$ cat src/rtl/share_mask_gen_if.sv
// rtl/share_mask_gen_if.sv - operand-pair and share-set handshake bundle for share_mask_gen
interface share_mask_gen_if #(
  parameter int WIDTH = 8
);
  logic             in_valid;
  logic             in_ready;
  logic [WIDTH-1:0] a;
  logic [WIDTH-1:0] b;
  logic             out_valid;
  logic             out_ready;
  logic [WIDTH-1:0] A0;
  logic [WIDTH-1:0] A1;
  logic [WIDTH-1:0] B0;
  logic [WIDTH-1:0] B1;
  logic [WIDTH-1:0] rN;

  modport master (
    output in_valid, a, b, out_ready,
    input  in_ready, out_valid, A0, A1, B0, B1, rN
  );

  modport slave (
    input  in_valid, a, b, out_ready,
    output in_ready, out_valid, A0, A1, B0, B1, rN
  );
endinterface

$ cat src/rtl/share_mask_gen.sv
// rtl/share_mask_gen.sv - splits operands a/b into Boolean shares using a Galois LFSR
// and emits fresh refresh randomness for a downstream masked half-adder.
module share_mask_gen #(
  parameter int          WIDTH        = 8,
  parameter logic [31:0] DEFAULT_SEED = 32'hACE1_2468
) (
  input  logic           clk,
  input  logic           rst_n,
  input  logic           seed_load,
  input  logic [31:0]    seed,
  share_mask_gen_if.slave bus
);
  localparam int          FMAX       = 3 * WIDTH;
  localparam int          FW         = $clog2(FMAX + 1);
  localparam logic [31:0] POLY       = 32'h8020_0003;
  localparam logic [31:0] RESET_SEED = (DEFAULT_SEED == 32'h0) ? 32'h1 : DEFAULT_SEED;

  logic [31:0]      lfsr;
  logic [31:0]      lfsr_step;
  logic [31:0]      seed_guarded;
  logic [FW-1:0]    fcnt;
  logic             fresh;
  logic             in_ready;
  logic             accept;
  logic             out_valid_q;
  logic [WIDTH-1:0] ma, mb, mr;
  logic [WIDTH-1:0] a0_q, a1_q, b0_q, b1_q, rn_q;

  assign lfsr_step    = {1'b0, lfsr[31:1]} ^ (lfsr[0] ? POLY : 32'h0);
  assign seed_guarded = (seed == 32'h0) ? 32'h1 : seed;

  // A share set may only use LFSR bits that were all shifted in after the previous set.
  assign fresh    = (fcnt == FW'(FMAX));
  assign in_ready = fresh & ~seed_load & (~out_valid_q | bus.out_ready);
  assign accept   = bus.in_valid & in_ready;

  assign ma = lfsr[WIDTH-1:0];
  assign mb = lfsr[2*WIDTH-1:WIDTH];
  assign mr = lfsr[3*WIDTH-1:2*WIDTH];

  always_ff @(posedge clk) begin
    if (!rst_n) begin
      lfsr        <= RESET_SEED;
      fcnt        <= '0;
      out_valid_q <= 1'b0;
      a0_q        <= '0;
      a1_q        <= '0;
      b0_q        <= '0;
      b1_q        <= '0;
      rn_q        <= '0;
    end else begin
      if (seed_load) begin
        lfsr <= seed_guarded;
        fcnt <= '0;
      end else begin
        lfsr <= lfsr_step;
        if (accept)
          fcnt <= '0;
        else if (!fresh)
          fcnt <= fcnt + FW'(1);
      end

      // Only the masked operand is ever registered; raw a/b never reach a flop.
      if (accept) begin
        out_valid_q <= 1'b1;
        a0_q        <= bus.a ^ ma;
        a1_q        <= ma;
        b0_q        <= bus.b ^ mb;
        b1_q        <= mb;
        rn_q        <= mr;
      end else if (out_valid_q && bus.out_ready) begin
        out_valid_q <= 1'b0;
      end
    end
  end

  assign bus.in_ready  = in_ready;
  assign bus.out_valid = out_valid_q;
  assign bus.A0        = a0_q;
  assign bus.A1        = a1_q;
  assign bus.B0        = b0_q;
  assign bus.B1        = b1_q;
  assign bus.rN        = rn_q;
endmodule

$ cat src/flat_wrapper.sv
// flat-port wrapper written by rule: the top's interface ports become plain ports
module share_mask_gen_flat 
#(
  parameter int          WIDTH        = 8,
  parameter logic [31:0] DEFAULT_SEED = 32'hACE1_2468
)
  (clk, rst_n, seed_load, seed, bus_in_valid, bus_a, bus_b, bus_out_ready, bus_in_ready, bus_out_valid, bus_A0, bus_A1, bus_B0, bus_B1, bus_rN);
  share_mask_gen_if #(.WIDTH(WIDTH)) bus_i ();
  input  logic clk;
  input  logic rst_n;
  input  logic seed_load;
  input  logic [31:0] seed;
  input wire logic [$bits(bus_i.in_valid)-1:0] bus_in_valid;
  input wire logic [$bits(bus_i.a)-1:0] bus_a;
  input wire logic [$bits(bus_i.b)-1:0] bus_b;
  input wire logic [$bits(bus_i.out_ready)-1:0] bus_out_ready;
  output wire logic [$bits(bus_i.in_ready)-1:0] bus_in_ready;
  output wire logic [$bits(bus_i.out_valid)-1:0] bus_out_valid;
  output wire logic [$bits(bus_i.A0)-1:0] bus_A0;
  output wire logic [$bits(bus_i.A1)-1:0] bus_A1;
  output wire logic [$bits(bus_i.B0)-1:0] bus_B0;
  output wire logic [$bits(bus_i.B1)-1:0] bus_B1;
  output wire logic [$bits(bus_i.rN)-1:0] bus_rN;
  assign bus_i.in_valid = bus_in_valid;
  assign bus_i.a = bus_a;
  assign bus_i.b = bus_b;
  assign bus_i.out_ready = bus_out_ready;
  assign bus_in_ready = bus_i.in_ready;
  assign bus_out_valid = bus_i.out_valid;
  assign bus_A0 = bus_i.A0;
  assign bus_A1 = bus_i.A1;
  assign bus_B0 = bus_i.B0;
  assign bus_B1 = bus_i.B1;
  assign bus_rN = bus_i.rN;
  share_mask_gen #(.WIDTH(WIDTH), .DEFAULT_SEED(DEFAULT_SEED)) u_core (.clk(clk), .rst_n(rst_n), .seed_load(seed_load), .seed(seed), .bus(bus_i));
endmodule
$ cat config.mk
export PLATFORM = sky130hd
export DESIGN_NAME = share_mask_gen_flat
export DESIGN_NICKNAME = d
export VERILOG_FILES = /design/src/rtl/share_mask_gen_if.sv /design/src/rtl/share_mask_gen.sv /design/src/flat_wrapper.sv
export SDC_FILE = /design/constraint.sdc
export NUM_CORES = 1
export LEC_CHECK = 0
export CAP_MARGIN = 20
export CORE_ASPECT_RATIO = 1.4
export CORE_UTILIZATION = 43
export CTS_BUF_LIST = sky130_fd_sc_hd__clkbuf_4
export DETAILED_ROUTE_END_ITERATION = 6
export GPL_TIMING_DRIVEN = 0
export HOLD_SLACK_MARGIN = 0.12
export MAX_ROUTING_LAYER = met4
export PLACE_DENSITY = 0.81
export SLEW_MARGIN = 0
export SYNTH_ARGS = -nofsm -noshare
export SYNTH_HDL_FRONTEND = slang
export SYNTH_SLANG_ARGS = --single-unit
export TNS_END_PERCENT = 50
$ cat constraint.sdc
create_clock -name clk -period 1.82 [get_ports clk]
set_clock_uncertainty 0.2 [all_clocks]
set_input_delay 0.182 -clock clk [delete_from_list [all_inputs] [get_ports clk]]
set_output_delay 0.182 -clock clk [all_outputs]
set_load 0.01 [all_outputs]
==> out/metrics.cfg, run 1 <==
[run_status]
outcome=finished with violations
violations=negative setup slack

[clock_network]
root_buffer=clkbuf_4
cts.sinks=78
clk_pin_slew_ps=120
htreeDepth=3
clk_latency_ps=430
cts_made_buffers=9
cts_tree=done
clockBufferDepth=2

[sta]
grt_setup_unrepaired=true
period_minus_slack_ps=1850
tightest_slew_ps=735
hold_viol=0
setup_viol=23
slew-limit-headroom_pct=51.0
timing.final.crit_share_pct=102
final.setup.tns_ps=-254
setup_slack_ps=-29.5
slew_viol_final=0
timing.fmax_ghz=0.541
hold_ws_ps=132

[final_layout]
fillers=522
post-route-util_pct=67.0
final_cell_area_um2=4490
multiInputGateArea_um2=1470
drive_gt1_share_pct=14.5
diodes=0
area.sequential_um2=1560
layout_commonest_cell=clkdlybuf4s50_1
layout_common_cells=91 x clkdlybuf4s50_1, 76 x dfxtp_1, 38 x nand2_1
area_growth_pct=48.2
final_nets=498

[route]
drc=0
wire_per_inst_um=15.6
viasPerCell=5.12
vias=2767
ant_nets=0
routed_wl_mm=8.43
drt_pass1_iterations=4
drt-initial-drc-count=207

[worst_setup_path]
cp.required_ps=1970
crit_fanout=10
rr_worst_depth=8
reg2reg_setup_slack_ps=-30
critical_path_arrival_ps=2000
r2r_end=u_core.bus.rN[2]$_SDFFE_PN0P_
crit_type=reg -> reg
crit_path_end_kind=flop
crit_slowest_cell=dfxtp_2
cp_slowest_stage_delay_ps=350
reg2reg_from=u_core.fcnt[0]$_SDFFE_PP0P_
setup.worst_path.end=u_core.bus.rN[2]$_SDFFE_PN0P_
crit_start=u_core.fcnt[0]$_SDFFE_PP0P_
cp_cell_sequence=inv_2 > ha_4 > nand4b_4 > nor4b_4 > buf_6 > buf_8 > nand3_1 > o21ai_1
crit_path_start_kind=flop

[grt]
grt-ovfl-total=0
grt_pass1_wl_mm=13.2
grt_pass1_vias=2802
antenna_found_initial=0
track_usage_pct=24.5
grt_max_degree=13

[placement]
port_buffers=92
place_worst_setup_slack_ps=-377
hpwl_mm=5.95
place_area_um2=4070
gp_congestion=0.850

[pwr]
vdd_ir_drop_max_mv=0.547
total_leakage_power_uw=0.00171
power_density_nw_per_um2=706

[synth]
syn_inst=327
synth.avg_cell_area_um2=9.27
yosysUniqueCellTypes=23
post-synth-top-area-cell=dfxtp_1
synthTopCellsByArea=dfxtp_1 52%, mux2i_1 9.9%, nor2_1 5.4%
synth_warnings=0
synth_nets=382
ys_seq_area_share_pct=51.5
ys_ff_latch=78
yosys.area.top_type_share_pct=51.5
syn_area_um2=3030

[flow_run]
maxCapViolations=0

[die]
core_um2=6700
dieArea_um2=7400
die_x_um=73.0
ios=95
core.rowCount=35
initial_core_util_pct=45.2
fp.dieH_um=101

[worst_hold_path]
hp-start=seed_load
hold_class=in -> reg

-- registers in the layout, summed over array words and instances (netlist names) --
name / cells
u_core.bus.B0: 8
u_core.fcnt: 5
u_core.lfsr: 32
u_core.bus.rN: 8
u_core.bus.out_valid: 1
u_core.bus.B1: 8
u_core.bus.A1: 8
u_core.bus.A0: 8
-- cells in the mapped netlist --
cell and number:
dfxtp_1 78, nor2_1 44, nand2_1 38, mux2i_1 30
nand3_1 26, o21ai_0 25, xnor2_1 18, a211oi_1 16
clkbuf_1 15, nor4_1 8, buf_2 6, xor2_1 5
a21oi_1 4, and4_1 2, buf_1 2, ha_1 2
inv_1 2, a211o_1 1, clkinv_1 1, nand4b_4 1
nor2b_1 1, nor3_1 1, nor4b_4 1
-- metal layers --
metal	vias up	global-route usage, %	wire length, um
li1	1348	-	-
met1	1301	27.7	3560
met2	96	40.9	4250
met3	22	5.47	373
met4	0	11.5	250
met5	-	-	0
-- final cells by class --
cell class / instances / share of cell area (%)
Sequential cell: 78 / 34.8
Clock buffer: 10 / 1.67
Inverter: 3 / 0.251
Timing Repair Buffer: 106 / 23.3
Multi-Input combinational cell: 223 / 32.8
Clock inverter: 6 / 1.17
Buffer: 22 / 3.37
Tap cell: 92 / 2.56
-- power breakdown --
part | switching [uW] | internal [uW]
registers | 43.3 | 1760
logic | 163 | 197
clock network | 583 | 419
-- worst max-delay path, delay by kind of cell, from the launching register on --
kind	cells	cell delay, ps
fa+ha+maj	1	130
compound gates	1	100
flops	1	350
simple gates	3	560
buf+inv	3	430
-- how the worst min path moves through the flow --
| stage | to | slack (ps) | cells past startpoint |
|---|---|---|---|
| after floorplan | u_core.lfsr[23]$_SDFF_PN1_ | 110 | 2 |
| after global placement | u_core.lfsr[23]$_SDFF_PN1_ | 220 | 2 |
| after detailed placement | u_core.lfsr[23]$_SDFF_PN1_ | 230 | 2 |
| after CTS | u_core.bus.rN[5]$_SDFFE_PN0P_ | 140 | 4 |
| after global routing | u_core.bus.rN[3]$_SDFFE_PN0P_ | 140 | 4 |
| final | u_core.bus.rN[5]$_SDFFE_PN0P_ | 130 | 4 |
-- what timing repair did --
action / 4_1_cts / 5_1_grt
setup endpoints to repair: 42 / 46
resized for setup: 51 / 31
hold endpoints to repair: 12 / 0
pin swaps: 19 / 2
hold buffers: 3 / 0
cloned: 3 / 0
buffers inserted: 8 / 1
-- cells by family after synthesis --
kind of cell	count (synthesis)	synth area share [%]
flip-flops	78	51.5
AO/OA/AOI/OAI	46	9.04
XOR/XNOR	23	6.64
AND/OR/NAND/NOR	122	18.6
buffers and inverters	26	3.47
adder cells (fa/ha/maj)	2	0.825
multiplexers	30	9.91
-- per-stage QoR --
stage	instances	total power, uW
floorplan	327	2000
global placement	511	2170
detailed placement	511	2180
CTS	540	3150
global route	540	3280
finish	540	3170
No activity file was read; power rests on OpenSTA's default activity.
==> run 2: changes to the inputs <==
--- a/config.mk
+++ b/config.mk
@@ -13,7 +13,7 @@
 export GPL_TIMING_DRIVEN = 0
 export HOLD_SLACK_MARGIN = 0.12
 export MAX_ROUTING_LAYER = met4
-export PLACE_DENSITY = 0.81
+export PLACE_DENSITY_LB_ADDON = 0.05
 export SLEW_MARGIN = 0
 export SYNTH_ARGS = -nofsm -noshare
 export SYNTH_HDL_FRONTEND = slang
==> run 2 against run 1 <==
The run now ends clean; sequential power about the same; sequential share of layout area decreased by 0.17 points; clock power increased by 26%; setup slack improved by 39 ps; first-iteration DRC count decreased by 57%; sequential cell count unchanged; clock-buffer cell count unchanged; core utilization increased by 0.34 points; critical path type is now reg -> out; largest cell class unchanged; largest power group unchanged.
==> out/metrics.cfg, run 2 (synthesis results as in run 1) <==
[clock_network]
root_buffer=clkbuf_4
clockBufferDepth=2
cts_made_buffers=9
clk_pin_slew_ps=120
clk_latency_ps=410
htreeDepth=3
cts.sinks=78
cts_tree=done

[worst_setup_path]
cp.required_ps=1440
crit_family=flip-flops
r2r_end=u_core.bus.B0[4]$_SDFFE_PN0P_
crit_path_end_kind=output port
crit_fanout=4
cp_cell_sequence=inv_2 > ha_4 > nand4b_4 > nor3_2 > buf_2
reg2reg_from=u_core.fcnt[1]$_SDFFE_PP0P_
crit_slowest_cell=dfxtp_2
critical_path_arrival_ps=1430
cp_slowest_stage_delay_ps=350
crit_path_start_kind=flop
critPathBufInv=2
crit_type=reg -> out
reg2reg_setup_slack_ps=9
rr_worst_depth=8

[final_layout]
diodes=0
layout_common_cells=91 x clkdlybuf4s50_1, 76 x dfxtp_1, 41 x nor2_1
area_growth_pct=48.9
largest_reg_flops=32
final_cell_area_um2=4510
drive_gt1_share_pct=12.3
post-route-util_pct=67.4
largest_register=u_core.lfsr
layout_commonest_cell=clkdlybuf4s50_1
fillers=576
final_nets=498

[die]
core.rowCount=35
core_um2=6700
initial_core_util_pct=45.2
ios=95
fp.dieH_um=101
dieArea_um2=7400
die_x_um=73.0

[grt]
track_usage_pct=24.1
grt_pass1_wl_mm=12.9
grt_max_degree=13
antenna_found_initial=0
grt-ovfl-total=0
grt_pass1_vias=2659

[pwr]
vdd_ir_drop_max_mv=0.504
power_density_nw_per_um2=758
power_uw=3420
total_leakage_power_uw=0.00170

[route]
drt_pass1_iterations=4
ant_nets=0
wire_per_inst_um=14.9
viasPerCell=5.04
drt-initial-drc-count=88
drc=0
routed_wl_mm=8.04
vias=2715

[placement]
place_area_um2=4070
port_buffers=92
gp_congestion=0.805
hpwl_mm=5.88

[flow_run]
maxCapViolations=0

[worst_hold_path]
hp-start=rst_n
hold_class=in -> reg
holdPathStages=3
hold_path_end=u_core.bus.B0[1]$_SDFFE_PN0P_

[sta]
timing.final.crit_share_pct=99.5
final.setup.tns_ps=0
setup_viol=0
tightest_slew_ps=761
slew-limit-headroom_pct=49.3
timing.fmax_ghz=0.552
hold_ws_ps=133
slew_viol_final=0
period_minus_slack_ps=1810
hold_viol=0
grt_setup_unrepaired=true

[run_status]
outcome=finished clean

run 2: cell count changes in the layout (fill, tap and decap cells not counted), moves of 2 or more:
| cell | previous run | this run |
|---|---|---|
| nor2_2 | 6 | 3 |
| a211oi_1 | 7 | 10 |
| nor2_1 | 36 | 41 |
| a211oi_2 | 9 | 6 |
| buf_4 | 9 | 6 |
| clkinv_2 | 3 | 1 |
| buf_6 | 3 | 5 |
| bufinv_16 | 1 | 3 |
| nor2_4 | 2 | 0 |
run 2: routing by layer:
layer | GRT usage, % | share of wire (%)
met1 | 27.4 | 41
met2 | 42.2 | 53
met3 | 2.99 | 4.0
met4 | 9.95 | 1.1
met5 | - | 0
run 2: repair_timing:
action | 4_1_cts | 5_1_grt
hold buffers | 4 | 0
pin swaps | 17 | 5
gates resized for setup | 39 | 39
setup buffers | 5 | 2
endpoints found under the setup margin | 42 | 42
gates cloned | 3 | 0
endpoints found under the hold margin | 7 | 0
run 2: cell type report:
class | count | area [um^2] | area share (%)
multi-input cells | 223 | 1450 | 32.0
clock buffers | 10 | 75.1 | 1.66
well taps | 92 | 115 | 2.55
repair buffers | 105 | 1030 | 22.9
clock inverters | 5 | 98.8 | 2.19
flip-flops and latches | 78 | 1560 | 34.6
plain buffers | 23 | 170 | 3.77
inverters | 3 | 11.3 | 0.249
run 2: worst max path at each step:
stage,from,endpoint,slack [ps],cells after the start
after CTS,u_core.fcnt[1]$_SDFFE_PP0P_,u_core.bus.rN[0]$_SDFFE_PN0P_,-30,8
after detailed placement,u_core.fcnt[0]$_SDFFE_PP0P_,u_core.bus.rN[5]$_SDFFE_PN0P_,-340,6
after floorplan,u_core.fcnt[0]$_SDFFE_PP0P_,u_core.bus.B0[1]$_SDFFE_PN0P_,-10,7
final,u_core.fcnt[1]$_SDFFE_PP0P_,bus_in_ready,9,5
after global placement,bus_out_ready,u_core.bus.rN[5]$_SDFFE_PN0P_,-280,5
after global routing,u_core.fcnt[1]$_SDFFE_PP0P_,u_core.bus.A1[0]$_SDFFE_PN0P_,-100,8
run 2: power by group:
| part | internal [uW] | leakage [uW] | switching (uW) |
|---|---|---|---|
| clock network | 698 | 0.0000939 | 560 |
| registers | 1760 | 0.000639 | 45.6 |
| logic | 197 | 0.000972 | 157 |
run 2: stage by stage:
stage / instances / worst slack, ps
2_1_floorplan: 327 / -12.8
3_3_place_gp: 511 / -276
3_5_place_dp: 511 / -344
4_1_cts: 538 / -34.2
5_1_grt: 539 / -99.6
6_report: 539 / 9.25
run 2: worst reg2reg max path, delay by kind of cell, from the launching register on:
kind | cells | cell delay [ps]
compound gates | 1 | 160
fa+ha+maj | 1 | 140
buf+inv | 3 | 420
simple gates | 3 | 480
flops | 1 | 350
==> run 3: changes to the inputs <==
--- a/config.mk
+++ b/config.mk
@@ -14,6 +14,7 @@
 export HOLD_SLACK_MARGIN = 0.12
 export MAX_ROUTING_LAYER = met4
 export PLACE_DENSITY_LB_ADDON = 0.05
+export SKIP_LAST_GASP = 1
 export SLEW_MARGIN = 0
 export SYNTH_ARGS = -nofsm -noshare
 export SYNTH_HDL_FRONTEND = slang
==> run 3 against run 2 <==
The flow now finishes with violations (negative setup slack); final cell count unchanged; non-clock buffer count is the same; sequential cell count stayed put; worst hold slack got worse by 6.2 ps; power about the same; first-iteration DRC count is 4.5% higher; sequential share of layout area grew 0.12 points; largest power group unchanged; die area unchanged; combinational power barely moved; routed wire length is 0.27% lower.
==> out/metrics.cfg, run 3 (synthesis results as in run 1) <==
[run_status]
outcome=finished with violations
violations=negative setup slack

[clock_network]
cts.sinks=78
cts_made_buffers=9
htreeDepth=3
clk_pin_slew_ps=120
clk_latency_ps=410
clockBufferDepth=2
cts_tree=done
root_buffer=clkbuf_4

[grt]
grt-ovfl-total=0
track_usage_pct=24.1
grt_max_degree=13
grt_pass1_wl_mm=12.9
grt_pass1_vias=2648
antenna_found_initial=0

[worst_setup_path]
crit_path_start_kind=flop
crit_type=reg -> reg
crit_slowest_cell=dfxtp_2
crit_family=simple AND/OR/NAND/NOR gates
cp_common_cell=buf_6
cp.required_ps=1950
critical_path_arrival_ps=1980
crit_fanout=7
crit_path_end_kind=flop
cp_cell_sequence=inv_2 > ha_4 > nand4b_4 > nor4b_4 > buf_6 > buf_6 > nor2_2 > a211oi_1
cp_slowest_stage_delay_ps=350
critPathBufInv=3

[sta]
timing.fmax_ghz=0.539
setup_viol=17
hold_viol=0
setup_slack_ps=-35.0
tightest_slew_ps=758
slew_viol_final=0
timing.final.crit_share_pct=102
slew-limit-headroom_pct=49.4
period_minus_slack_ps=1860
hold_ws_ps=127
grt_setup_unrepaired=true

[flow_run]
maxCapViolations=0

[die]
initial_core_util_pct=45.2
die_x_um=73.0
core.rowCount=35
core_um2=6700
ios=95
fp.dieH_um=101
dieArea_um2=7400

[final_layout]
area_growth_pct=48.4
largest_reg_flops=32
final_nets=498
diodes=0
drive_gt1_share_pct=12.1
largest_register=u_core.lfsr
layout_commonest_cell=clkdlybuf4s50_1
layout_common_cells=91 x clkdlybuf4s50_1, 76 x dfxtp_1, 41 x nor2_1

[pwr]
power_density_nw_per_um2=760
vdd_ir_drop_max_mv=0.504
power_uw=3420
total_leakage_power_uw=0.00169

[route]
drc=0
drt-initial-drc-count=92
vias=2700
drt_pass1_iterations=4
routed_wl_mm=8.01
viasPerCell=5.01
wire_per_inst_um=14.9
ant_nets=0

[placement]
gp_congestion=0.805
hpwl_mm=5.88
port_buffers=92

[worst_hold_path]
hold_class=in -> reg

==> run 3: layer usage <==
metal	track usage, %	wire, um	share of wire [%]	vias up
met2	42.3	4240	53	71
li1	-	-	-	1355
met4	9.50	133	1.7	0
met5	-	0	0	-
met1	27.5	3310	41	1262
met3	2.89	327	4.1	12
==> run 3: path summary, 6_finish.rpt <==
kind	slack [ps]	start	end	cells after the start
max	-40	u_core.fcnt[1]$_SDFFE_PP0P_	u_core.bus.A0[6]$_SDFFE_PN0P_	8
min	130	rst_n	u_core.bus.B0[0]$_SDFFE_PN0P_	3
max reg2reg	-40	u_core.fcnt[1]$_SDFFE_PP0P_	u_core.bus.A0[6]$_SDFFE_PN0P_	8
min reg2reg	260	u_core.lfsr[24]$_SDFF_PN0_	u_core.lfsr[23]$_SDFF_PN1_	2
==> run 3: cell type report <==
| type | instances | area, um^2 |
|---|---|---|
| clock inverter | 5 | 98.8 |
| clock buffer | 10 | 75.1 |
| sequential | 78 | 1560 |
| buffer | 23 | 160 |
| tap | 92 | 115 |
| timing repair buffer | 105 | 1030 |
| multi-input combinational | 223 | 1440 |
| inverter | 3 | 11.3 |
| fill | 572 | 2200 |
==> run 3: timing repair <==
action / CTS / global route
endpoints found under the hold margin: 7 / 0
hold buffers: 4 / 0
gates resized for setup: 38 / 23
endpoints found under the setup margin: 42 / 42
gates cloned: 3 / 0
setup buffers: 5 / 1
pin swaps: 17 / 4
==> run 3: report_power, final <==
part	internal, uW	total [uW]	leakage [uW]	switching, uW
registers	1760	1810	0.000639	45.2
clock network	698	1260	0.0000939	561
logic	197	353	0.000962	156
total	2660	3420	0.00169	763
==> run 3: stage by stage <==
stage	util, %	worst slack, ps	instances	setup TNS (ps)	instance area, um^2
after floorplan	-	-12.8	327	-183	3030
after detailed placement	60.7	-344	511	-11470	4070
after CTS	66.1	-34.2	538	-584	4430
after global placement	60.7	-276	511	-10130	4070
after global routing	67.2	-130	539	-3770	4500
final	67.2	-35.0	539	-247	4500
==> run 3: tightest hold or removal path: stages <==
cell and delay [ps]:
clkbuf_1 190, clkinv_1 250, a211oi_1 70
